[config.mk]
export PLATFORM = sky130hd
export DESIGN_NAME = tx_byte_feeder
export DESIGN_NICKNAME = d
export VERILOG_FILES = /design/src/rtl/uart_link_pkg.sv /design/src/rtl/sync_fifo.sv /design/src/rtl/tx_byte_feeder.sv
export SDC_FILE = /design/constraint.sdc
export NUM_CORES = 1
export LEC_CHECK = 0
export CAP_MARGIN = 10
export CORE_ASPECT_RATIO = 1.5
export CORE_MARGIN = 2
export CORE_UTILIZATION = 55
export DETAILED_ROUTE_END_ITERATION = 7
export MAX_ROUTING_LAYER = met4
export PLACE_DENSITY = 0.84
export SYNTH_ARGS = -nofsm -noshare
export SYNTH_HDL_FRONTEND = slang
export SYNTH_HIERARCHICAL = 1
export SYNTH_SLANG_ARGS = --single-unit
[constraint.sdc]
create_clock -name clk -period 3.8 [get_ports clk]
set_clock_uncertainty 0.1 [all_clocks]
set_input_delay 0.76 -clock clk [delete_from_list [all_inputs] [get_ports clk]]
set_output_delay 0.76 -clock clk [all_outputs]
set_load 0.01 [all_outputs]
[src/rtl/uart_link_pkg.sv]
// Shared types and constants for the UART/Hamming link blocks (TX, RX, byte feeder).
package uart_link_pkg;

   localparam int unsigned NIBBLE_W = 4;
   localparam int unsigned BYTE_W   = 8;

   typedef enum logic [1:0] {
      IDLE = 2'd0,
      LOAD = 2'd1,
      WAIT = 2'd2
   } feeder_state_e;

   // Upper nibble when hi is set, lower nibble otherwise.
   function automatic logic [NIBBLE_W-1:0] pick_nibble(input logic [BYTE_W-1:0] b,
                                                       input logic hi);
      return hi ? b[BYTE_W-1:NIBBLE_W] : b[NIBBLE_W-1:0];
   endfunction

endpackage

[src/rtl/sync_fifo.sv]
// Single-clock FIFO with occupancy count; push ignored when full, pop ignored when empty.
module sync_fifo #(
   parameter int unsigned WIDTH = 8,
   parameter int unsigned DEPTH = 4
) (
   input  logic                         clk,
   input  logic                         rst,
   input  logic                         push,
   input  logic                         pop,
   input  logic [WIDTH-1:0]             din,
   output logic [WIDTH-1:0]             dout,
   output logic                         full,
   output logic                         empty,
   output logic [$clog2(DEPTH+1)-1:0]   level
);

   localparam int unsigned AW = (DEPTH > 1) ? $clog2(DEPTH) : 1;
   localparam int unsigned LW = $clog2(DEPTH+1);

   logic [WIDTH-1:0] mem [DEPTH];
   logic [AW-1:0]    wr_ptr_q, rd_ptr_q;
   logic [LW-1:0]    level_q;
   logic             push_ok_c, pop_ok_c;

   assign full      = (level_q == LW'(DEPTH));
   assign empty     = (level_q == '0);
   assign level     = level_q;
   assign dout      = mem[rd_ptr_q];
   assign push_ok_c = push && !full;
   assign pop_ok_c  = pop && !empty;

   // Pointers wrap at DEPTH; DEPTH is a power of two so the natural rollover is the wrap.
   always_ff @(posedge clk) begin
      if (rst) begin
         wr_ptr_q <= '0;
         rd_ptr_q <= '0;
         level_q  <= '0;
      end else begin
         if (push_ok_c) wr_ptr_q <= wr_ptr_q + AW'(1);
         if (pop_ok_c)  rd_ptr_q <= rd_ptr_q + AW'(1);
         case ({push_ok_c, pop_ok_c})
            2'b10:   level_q <= level_q + LW'(1);
            2'b01:   level_q <= level_q - LW'(1);
            default: level_q <= level_q;
         endcase
      end
   end

   always_ff @(posedge clk) begin
      if (push_ok_c) mem[wr_ptr_q] <= din;
   end

endmodule

[src/rtl/tx_byte_feeder.sv]
// Splits buffered bytes into nibbles and strobes them into the Hamming(7,4) TX encoder,
// one nibble every FRAME_CYCLES clocks.
module tx_byte_feeder
   import uart_link_pkg::*;
#(
   parameter int unsigned DEPTH        = 4,
   parameter int unsigned FRAME_CYCLES = 8,
   parameter int unsigned HI_FIRST     = 0
) (
   input  logic                        clk,
   input  logic                        rst,
   input  logic                        in_valid,
   input  logic [BYTE_W-1:0]           in_data,
   output logic                        in_ready,
   output logic                        tx_load,
   output logic [NIBBLE_W-1:0]         tx_data,
   output logic                        busy,
   output logic [$clog2(DEPTH+1)-1:0]  level
);

   localparam int unsigned CW       = $clog2(FRAME_CYCLES);
   localparam logic        FIRST_HI = (HI_FIRST != 0);

   feeder_state_e         state_q;
   logic                  sel_q;        // 0: first nibble of head is next, 1: second
   logic [CW-1:0]         cnt_q;
   logic                  tx_load_q;
   logic [NIBBLE_W-1:0]   tx_data_q;

   logic [BYTE_W-1:0]     fifo_dout;
   logic                  fifo_full, fifo_empty;
   logic                  pop_c, frame_done_c, pending_c, enter_load_c;
   logic [NIBBLE_W-1:0]   next_nibble_c;

   sync_fifo #(
      .WIDTH (BYTE_W),
      .DEPTH (DEPTH)
   ) u_fifo (
      .clk   (clk),
      .rst   (rst),
      .push  (in_valid),
      .pop   (pop_c),
      .din   (in_data),
      .dout  (fifo_dout),
      .full  (fifo_full),
      .empty (fifo_empty),
      .level (level)
   );

   // The head byte leaves the FIFO while its second nibble is being loaded.
   always_comb begin
      pop_c         = (state_q == LOAD) && sel_q;
      frame_done_c  = (cnt_q == CW'(FRAME_CYCLES - 2));
      pending_c     = sel_q || !fifo_empty;
      next_nibble_c = pick_nibble(fifo_dout, FIRST_HI ^ sel_q);
      enter_load_c  = ((state_q == IDLE) && !fifo_empty) ||
                      ((state_q == WAIT) && frame_done_c && pending_c);
   end

   always_ff @(posedge clk) begin
      if (rst) begin
         state_q   <= IDLE;
         sel_q     <= 1'b0;
         cnt_q     <= '0;
         tx_load_q <= 1'b0;
         tx_data_q <= '0;
      end else begin
         tx_load_q <= 1'b0;
         if (enter_load_c) begin
            state_q   <= LOAD;
            tx_load_q <= 1'b1;
            tx_data_q <= next_nibble_c;
         end else begin
            case (state_q)
               IDLE: state_q <= IDLE;
               LOAD: begin
                  state_q <= WAIT;
                  cnt_q   <= '0;
                  sel_q   <= ~sel_q;
               end
               WAIT: begin
                  if (frame_done_c) state_q <= IDLE;
                  else              cnt_q   <= cnt_q + CW'(1);
               end
               default: state_q <= IDLE;
            endcase
         end
      end
   end

   assign tx_load  = tx_load_q;
   assign tx_data  = tx_data_q;
   assign in_ready = !fifo_full;
   assign busy     = (state_q != IDLE) || !fifo_empty;

endmodule
# After elaboration in Yosys (flattened, before gate mapping)

Memory sizes are Yosys's and may differ from the RTL's. A register that Yosys moved wholly into a read port is not among the register bits.
Index checks and enable logic that the tools add are counted.

Memories kept: 1
Output and inout port bits: 10
Logic and storage cells: 57
Register bits after elaboration: 18
Input bits: 11
RAM bits: 32

Memories:

| memory     | depth | bits a word | rd ports | clocked after memory_dff | write ports | RTL line        | RTL |
|---|---|---|---|---|---|---|---|
| u_fifo.mem | 4     | 8           | 1        | 1                        | 1           | sync_fifo.sv:20 | `logic [WIDTH-1:0] mem [DEPTH];` |

Eq/ne operators: 9
Reduce and logical (&&, ||, !) cells: 19
Add/sub/neg operators: 5
Bitwise operators: 2
Multiplexer cells: 12

Operator list:

| cell                | number |
|---|---|
| $pmux 3 s2          | 2 |
| $add 3x1->3 const B | 2 |
| $eq 3x3->1 const B  | 2 |
| $logic_and 1x1->1   | 6 |
| $mux 2              | 3 |
| $reduce_bool 2->1   | 3 |
| $add 2x1->2 const B | 2 |
| $eq 2x1->1 const B  | 2 |
| $eq 2x2->1 const B  | 2 |
| $mux 1              | 4 |
| $mux 4              | 1 |
| $ne 2x2->1 const B  | 2 |
| $pmux 2 s2          | 1 |
| $logic_not 3->1     | 1 |
| $logic_or 1x1->1    | 3 |
| $mux 3              | 1 |
| $ne 3x3->1 const B  | 1 |
| $reduce_and 3->1    | 1 |
| $sub 3x1->3 const B | 1 |
| $logic_not 1->1     | 2 |
| $logic_not 2->1     | 1 |
| $not 1->1           | 2 |
| $reduce_and 2->1    | 1 |
| $reduce_or 2->1     | 1 |

# Logic depth before layout (Yosys ltp)

Gate-level depths: netlist of run 1.

Word-level depth: 7
Mapped depth: 11
Mapped depth without buffers: 10

# Modules after synthesis

The synthesis of run 1 kept the hierarchy.

Modules (own cells, without submodules):

| module         | sequential area each (um^2) | area each (um^2) | cells each | instances |
|---|---|---|---|---|
| sync_fifo      | 1,141.1                     | 1,635.3          | 96         | 1 |
| tx_byte_feeder | 220.2                       | 575.6            | 67         | 1 |

# Worst setup path after synthesis of run 1

No wires, ideal clock.

Path kind: input to register
Start point: in in_valid
End point: reg u_fifo.level_q[2], in the netlist u_fifo/level[2]
Data arrival time: 2.101 ns
Buffers on the path: 0
Setup slack: 1.529 ns
Cell stages on the path: 9
Setup time: 0.070 ns
Path through: inv_1 -> nor2_1 -> inv_1 -> ha_1 -> inv_1 -> fa_1 -> xor2_1 -> or3_1 -> a21oi_1

Word-level cells in the longest chain between the ends: 3
Elaborated cells between the ends (all ways): 5
Those cells by class: eq/ne: 2; mux: 1; reduce/logical: 2

Ends and longest elaborated chain:

| what                                                   | RTL line             | RTL |
|---|---|---|
| start, declared                                        | tx_byte_feeder.sv:12 | `input logic in_valid,` |
| $logic_and 1x1->1 *                                    | sync_fifo.sv:29      | `assign push_ok_c = push && !full;` |
| $eq 2x1->1 / $eq 2x2->1 (equally long branches)        | sync_fifo.sv:41      | `case ({push_ok_c, pop_ok_c})` |
| $pmux 3 s2 / $reduce_bool 2->1 (equally long branches) | --                   |  |
| end signal, assigned                                   | sync_fifo.sv:42      | `2'b10: level_q <= level_q + LW'(1);` |
| end signal, assigned                                   | sync_fifo.sv:43      | `2'b01: level_q <= level_q - LW'(1);` |
| end signal, assigned                                   | sync_fifo.sv:44      | `default: level_q <= level_q;` |
| end, declared                                          | sync_fifo.sv:22      | `logic [LW-1:0] level_q;` |

Mark *: on every way between the ends. The rest lies on a longest branch, timed or not.
A chain may end at the register's enable or synchronous reset.

# Worst setup path after layout of run 1

Start point: reg state_q[0]
End point: reg u_fifo.level_q[2], in the netlist u_fifo/level[2]

Word-level cells in the longest chain between the ends: 5
Elaborated cells between the ends (all ways): 7
Those cells by class: eq/ne: 3; mux: 1; reduce/logical: 3

Ends and longest elaborated chain:

| what                                                   | RTL line             | RTL |
|---|---|---|
| start, declared                                        | tx_byte_feeder.sv:24 | `feeder_state_e state_q;` |
| start signal, assigned                                 | tx_byte_feeder.sv:62 | `state_q <= IDLE;` |
| start signal, assigned                                 | tx_byte_feeder.sv:70 | `state_q <= LOAD;` |
| start signal, assigned                                 | tx_byte_feeder.sv:75 | `IDLE: state_q <= IDLE;` |
| $eq 2x1->1 *                                           | tx_byte_feeder.sv:52 | `pop_c = (state_q == LOAD) && sel_q;` |
| $logic_and 1x1->1 *                                    | tx_byte_feeder.sv:52 |  |
| named net pop_c                                        | tx_byte_feeder.sv:32 | `logic pop_c, frame_done_c, pending_c, enter_load_c;` |
| $logic_and 1x1->1 *                                    | sync_fifo.sv:30      | `assign pop_ok_c = pop && !empty;` |
| named net u_fifo.pop_ok_c                              | sync_fifo.sv:23      | `logic push_ok_c, pop_ok_c;` |
| $eq 2x1->1 / $eq 2x2->1 (equally long branches)        | sync_fifo.sv:41      |  |
| $pmux 3 s2 / $reduce_bool 2->1 (equally long branches) | --                   |  |

Mark *: on every way through the listed nets, which the timed path passes. The rest lies on a longest branch.

==> results of run 1 <==
[flip-flops by register name, summed over array words and instances, names as in the netlist, 2 cells and up, named ones only]
| name | cells |
|---|---|
| u_fifo/mem | 32 |
| tx_data | 4 |
| cnt_q | 3 |
| u_fifo/level | 3 |
| state_q | 2 |
| u_fifo/rd_ptr_q | 2 |
| u_fifo/wr_ptr_q | 2 |
[synthesized netlist by cell type (4+ instances only)]
library cell	n	area (µm²)
or3_1	4	25.0
edfxtp_1	32	961
mux4_2	8	180
a21oi_1	13	65.1
nand2_1	5	18.8
inv_1	17	63.8
dfxtp_1	20	400
nand2b_1	4	25.0
o41ai_1	4	35.0
nor2_1	10	37.5
ha_1	7	87.6
o21ai_0	5	25.0
and2_1	6	37.5
[kinds of logic (layout without fill, tap and decap cells)]
logic type | after synthesis | count (layout)
AND/OR/NAND/NOR | 34 | 34
flip-flops | 52 | 52
buffers and inverters | 24 | 45
multiplexers | 13 | 13
AO/OA/AOI/OAI | 29 | 29
adder cells (fa/ha/maj) | 8 | 8
XOR/XNOR | 3 | 3
[power groups by stage]
stage | Sequential (µW) | Combinational [µW] | Clock (µW)
4_1_cts | 662 | 149 | 310
6_report | 661 | 147 | 305
2_1_floorplan | 669 | 89.2 | 0
3_5_place_dp | 675 | 149 | 0
3_3_place_gp | 671 | 140 | 0
5_1_grt | 666 | 162 | 330
[routing by layer]
metal | global-route usage [%] | vias to the layer above
met5 | - | -
met3 | 2.99 | 4
met2 | 34.3 | 19
met1 | 17.8 | 634
li1 | - | 628
met4 | 7.32 | 0
[how the worst max path moves through the flow]
| stage | slack, ns | to | from |
|---|---|---|---|
| 3_3_place_gp | 1.07 | u_fifo/level[2]$_SDFFE_PP0P_ | in_valid |
| 2_1_floorplan | 1.53 | u_fifo/level[2]$_SDFFE_PP0P_ | in_valid |
| 6_report | 1.23 | u_fifo/level[2]$_SDFFE_PP0P_ | state_q[0]$_SDFFE_PP0P_ |
| 3_5_place_dp | 0.94 | u_fifo/level[2]$_SDFFE_PP0P_ | in_valid |
| 4_1_cts | 1.24 | u_fifo/level[2]$_SDFFE_PP0P_ | state_q[0]$_SDFFE_PP0P_ |
| 5_1_grt | 1.06 | u_fifo/level[2]$_SDFFE_PP0P_ | state_q[0]$_SDFFE_PP0P_ |
[final cells by class]
class / count / share of cell area (%)
Clock inverter: 3 / 0.694
Clock buffer: 5 / 2.73
Tap cell: 45 / 2.23
Timing Repair Buffer: 20 / 7.93
Multi-Input combinational cell: 87 / 29.9
Inverter: 17 / 2.53
Sequential cell: 52 / 53.9
[metrics by stage]
| step | std cells | hold WS [ns] | total power (µW) |
|---|---|---|---|
| global placement | 221 | 0.331 | 810 |
| floorplan | 163 | 0.359 | 758 |
| global route | 229 | 0.390 | 1160 |
| CTS | 229 | 0.352 | 1120 |
| detailed placement | 221 | 0.339 | 824 |
| finish | 229 | 0.351 | 1110 |
[worst max-delay path, cell delays in order, from the launching register on]
cell and delay [ns]:
dfxtp_1 0.59, nand2b_1 0.18, nor2_1 0.20, o31ai_2 0.11
inv_1 0.07, ha_1 0.17, inv_1 0.06, fa_1 0.37
xor2_1 0.17, or3_1 0.32, a21oi_1 0.15
==> run summary, run 1 <==
hold_sp: tx_data[0]$_SDFFE_PP0P_
placed cell areas: 0.00244 mm²
Worst-Margin Slew: 0.622 ns
DP HPWL: 2670 µm
Reg area: 0.00136 mm²
flop2flop setup slack: 1.23 ns
Peak VDD IR: 0.000370 V
critical path type: flip-flop to flip-flop
WHS Endpoint: tx_data[0]$_SDFFE_PP0P_
Post-Synth Adder-Cell Area: 4.87%
die area: 0.00455 mm²
Iter 0 DRT Violations: 49
CTS tree: done
power share of the sequential group: 59.4%
# IOs: 21
WL met1: 1370 µm
area of the multi-input gates: 756 µm²
commonest non-fill, non-tap cell in the layout: edfxtp_1
Fillers: 281
CP required: 3.92 ns
syn_area_per_cell: 13.6 µm²
Post-synth EDFFs: 32
DRC violations left: 0
Synth cell types: 31
largest net degree at the start of global routing: 18
Async S/R FF share, synth: 0%
routed len/inst: 15.6 µm
Critical Path Sink Type: flip-flop
top_reg_cell synth: edfxtp_1
Worst R2R Path Depth: 10
Post CTS Setup Buffer Count: 0
#FFs+latches synth: 52
Crit Path Max Fanout: 14
Clock transition at path regs: 0.09 ns
RSZ-0062 raised after global routing: no
CTS max path bufs: 2
gpl congestion: 0.769
area of the core: 0.00389 mm²
FMAX: 389 MHz
Post-Syn Instances: 163
grt ovf: 0
input/output buffers: 20
row count: 28
most frequent cells in the layout: edfxtp_1 (32), dfxtp_1 (20), clkdlybuf4s50_1 (20), inv_1 (17), a21oi_1 (13)
Pins Over Slew Limit: 0
post-cts sizing count: 0
Max Cap Viol: 0
met3 wire length: 112 µm
Hold WC Path Type: flip-flop to flip-flop
TritonCTS Buffers: 5
Tmin final: 2.57 ns
via count: 1285
Gate power share: 13.2%
Pre-Repair DR Iteration Count: 4
final layout net count: 202
initial core utilization: 56.9%
register area share after synthesis: 61.6%
FF-to-FF End: u_fifo/level[2]$_SDFFE_PP0P_
final setup vio count: 0
final worst-path cycle share: 67.6%
Hold-fix buffers, CTS: 0
CTS sink cnt: 52
Die Span Y: 81.7 µm
post-synthesis compound-gate area fraction: 9.11%
Relative slew margins: 58.4%
Antenna Diode Count: 0
Pwr Density: 441 mW/mm²
Switch Pwr: 273 µW
Startpoint Class: flip-flop
Net Sw Frac: 24.5%
WP data arrival: 2.69 ns
Routed WL: 3580 µm
fraction of layout cells with a size suffix above 1: 13.0%
setup tns final: 0 ns
initial antenna violation count: 0
internal power: 840 µW
vias in the first global route: 1303
H-Tree Depth: 2
Core Util, Final: 64.9%
cell area after layout: 0.00252 mm²
Mapped Nets: 182
final hold viol count: 0
area delta synth->final: 14.1%
largest family of logic cells by synthesized area: multiplexers
RR Startpoint: state_q[0]$_SDFFE_PP0P_
outcome: finished clean
multiplexer share of the synthesized area: 10.6%
Mapped Area: 0.00221 mm²
worst slack, placed: 0.936 ns
Die W: 55.8 µm
P_leak: 0.000862 µW
root buf cell: clkbuf_8
DR vias/cell: 5.61
Ys Warns: 6
simple-gate share of the synthesized area: 8.38%
Worst Hold Depth: 2
antenna-violating nets left: 0
total track usage: 17.9%
Post-Synth XOR/XNOR Area: 1.19%
first-pass GRT wire length: 5870 µm
Clock power frac: 27.4%
Top Metal Used: met4
worst skew pair latency: 0.30 ns
met2 WL: 2060 µm
Final WS setup: 1.23 ns
Power figures use the tool's default switching activity.
==> inputs of run 2 (changes only) <==
--- a/config.mk
+++ b/config.mk
@@ -8,10 +8,10 @@
 export CAP_MARGIN = 10
 export CORE_ASPECT_RATIO = 1.5
 export CORE_MARGIN = 2
-export CORE_UTILIZATION = 55
+export CORE_UTILIZATION = 50
 export DETAILED_ROUTE_END_ITERATION = 7
 export MAX_ROUTING_LAYER = met4
-export PLACE_DENSITY = 0.84
+export PLACE_DENSITY = 0.81
 export SYNTH_ARGS = -nofsm -noshare
 export SYNTH_HDL_FRONTEND = slang
 export SYNTH_HIERARCHICAL = 1
==> constraint.sdc (replaced) <==
create_clock -name clk -period 2.35 [get_ports clk]
set_clock_uncertainty 0.1 [all_clocks]
set_input_delay 0.47 -clock clk [delete_from_list [all_inputs] [get_ports clk]]
set_output_delay 0.47 -clock clk [all_outputs]
set_load 0.01 [all_outputs]
==> run summary, run 2 (same netlist as run 1, synthesis figures left out) <==
routed len/inst: 15.8 µm (was 15.6 µm)
Die Span Y: 85.4 µm (was 81.7 µm)
Post-Place Cells: 231 (was 221)
Pins Over Slew Limit: 0 (unchanged)
CTS tree: done (unchanged)
Largest register FFs: 32 (unchanged)
final setup vio count: 0 (unchanged)
vias in the first global route: 1433 (was 1303)
Pre-Repair DR Iteration Count: 4 (unchanged)
cell area after layout: 0.00261 mm² (was 0.00252 mm²)
Relative slew margins: 58.1% (was 58.4%)
worst slack, placed: -0.128 ns (was 0.936 ns)
die area: 0.00498 mm² (was 0.00455 mm²)
commonest non-fill, non-tap cell in the layout: edfxtp_1 (unchanged)
antenna-violating nets left: 0 (unchanged)
final worst-path cycle share: 94.7%
Routed WL: 3770 µm (was 3580 µm)
CTS max path bufs: 2 (unchanged)
Die W: 58.3 µm (was 55.8 µm)
worst hold slack: 0.361 ns (was 0.351 ns)
largest net degree at the start of global routing: 20 (was 18)
worst skew pair latency: 0.31 ns (was 0.30 ns)
total track usage: 17.9% (about the same)
final std cells w/o fill: 239 (was 229)
Hold WC Path Type: flip-flop to flip-flop (unchanged)
Worst Hold Depth: 2 (unchanged)
Pwr Density: 717 mW/mm² (was 441 mW/mm²)
RSZ-0062 raised after global routing: no (unchanged)
DRC violations left: 0 (unchanged)
via count: 1327 (was 1285)
Worst-Margin Slew: 0.626 ns (was 0.622 ns)
grt ovf: 0 (unchanged)
Tmin final: 2.23 ns
FMAX: 449 MHz
Core Util, Final: 61.4% (was 64.9%)
Crit Path Max Fanout: 5 (was 14)
critical path type: flip-flop to primary output (was flip-flop to flip-flop)
Clock transition at path regs: 0.10 ns (was 0.09 ns)
input/output buffers: 20 (unchanged)
Peak VDD IR: 0.000578 V (was 0.000370 V)
TritonCTS Buffers: 5 (unchanged)
Critical Path Sink Type: primary output (was flip-flop)
DR vias/cell: 5.55 (was 5.61)
final hold viol count: 0 (unchanged)
P_leak: 0.000915 µW (was 0.000862 µW)
H-Tree Depth: 2 (unchanged)
gpl congestion: 0.778 (was 0.769)
root buf cell: clkbuf_8 (unchanged)
Worst R2R Path Depth: 10 (unchanged)
Iter 0 DRT Violations: 77 (was 49)
Final WS setup: 0.124 ns (was 1.23 ns)
Antenna Diode Count: 0 (unchanged)
# IOs: 21 (unchanged)
most frequent cells in the layout: edfxtp_1 (32), dfxtp_1 (20), clkdlybuf4s50_1 (20), inv_1 (17), a21oi_1 (13) (unchanged)
Top reg by flops: u_fifo/mem (unchanged)
first-pass GRT wire length: 6420 µm (was 5870 µm)
row count: 29 (was 28)
area delta synth->final: 17.9% (was 14.1%)
final layout net count: 211 (was 202)
initial antenna violation count: 0 (unchanged)
placed cell areas: 0.00251 mm² (was 0.00244 mm²)
area of the core: 0.00425 mm² (was 0.00389 mm²)
Startpoint Class: flip-flop (unchanged)
fraction of layout cells with a size suffix above 1: 18.1% (was 13.0%)
WP data arrival: 1.66 ns (was 2.69 ns)
outcome: finished clean (unchanged)
Max Cap Viol: 0 (unchanged)
initial core utilization: 52.1% (was 56.9%)
CP required: 1.78 ns (was 3.92 ns)
DP HPWL: 2880 µm (was 2670 µm)
CTS sink cnt: 52 (unchanged)
-- run 2: cell count changes in the layout (fill, tap and decap cells not counted) --
cell      delta
nor2_1       -1
clkinv_2     -1
nor2_2       +1
clkinv_1     -1
inv_6        +1
buf_4        +9
inv_8        +1
-- run 2: per-stage QoR --
stage	setup TNS [ns]	power (µW)
finish	0	1870
floorplan	0	1230
CTS	0	1890
global route	0	1950
global placement	-0.0221	1330
detailed placement	-0.128	1350
-- run 2: per-layer routing --
metal,vias to the layer above,track usage (%),share of wire (%)
li1,645,-,-
met1,650,18.5,39
met2,22,31.6,56
met3,10,4.42,3.1
met4,0,6.98,2.0
met5,-,-,0
-- run 2: area by class of cell --
type / count / area, µm²
Tap cell: 46 / 57.6
Clock buffer: 5 / 68.8
Inverter: 17 / 63.8
Multi-Input combinational cell: 87 / 758
Clock inverter: 3 / 28.8
Fill cell: 331 / 1640
Timing Repair Buffer: 29 / 268
Sequential cell: 52 / 1360
-- run 2: worst max-delay path: stages (launching register included) --
cell and delay [ns]:
dfxtp_1 0.33, buf_4 0.15, nor3_2 0.27, nand2_1 0.10, clkdlybuf4s50_1 0.49
-- run 2: repair_timing --
item | 4_1_cts | 5_1_grt
setup endpoints to repair | 0 | 1
hold buffers | 0 | 0
resized for setup | 0 | 1
endpoints found under the hold margin | 0 | 0
setup buffers | 0 | 0
-- run 2: path summary, 6_finish.rpt --
check	from	end	slack, ns
worst max register to register	state_q[1]$_SDFFE_PP0P_	u_fifo/level[2]$_SDFFE_PP0P_	0.14
worst min register to register	tx_data[3]$_SDFFE_PP0P_	tx_data[3]$_SDFFE_PP0P_	0.36
worst max-delay path	u_fifo/level[1]$_SDFFE_PP0P_	busy	0.12
worst min-delay path	tx_data[3]$_SDFFE_PP0P_	tx_data[3]$_SDFFE_PP0P_	0.36
-- run 2: report_power, final --
part / switching [µW] / total (µW) / internal [µW]
registers: 25.3 / 1050 / 1020
logic: 138 / 279 / 142
clock network: 315 / 540 / 225
total: 478 / 1870 / 1390
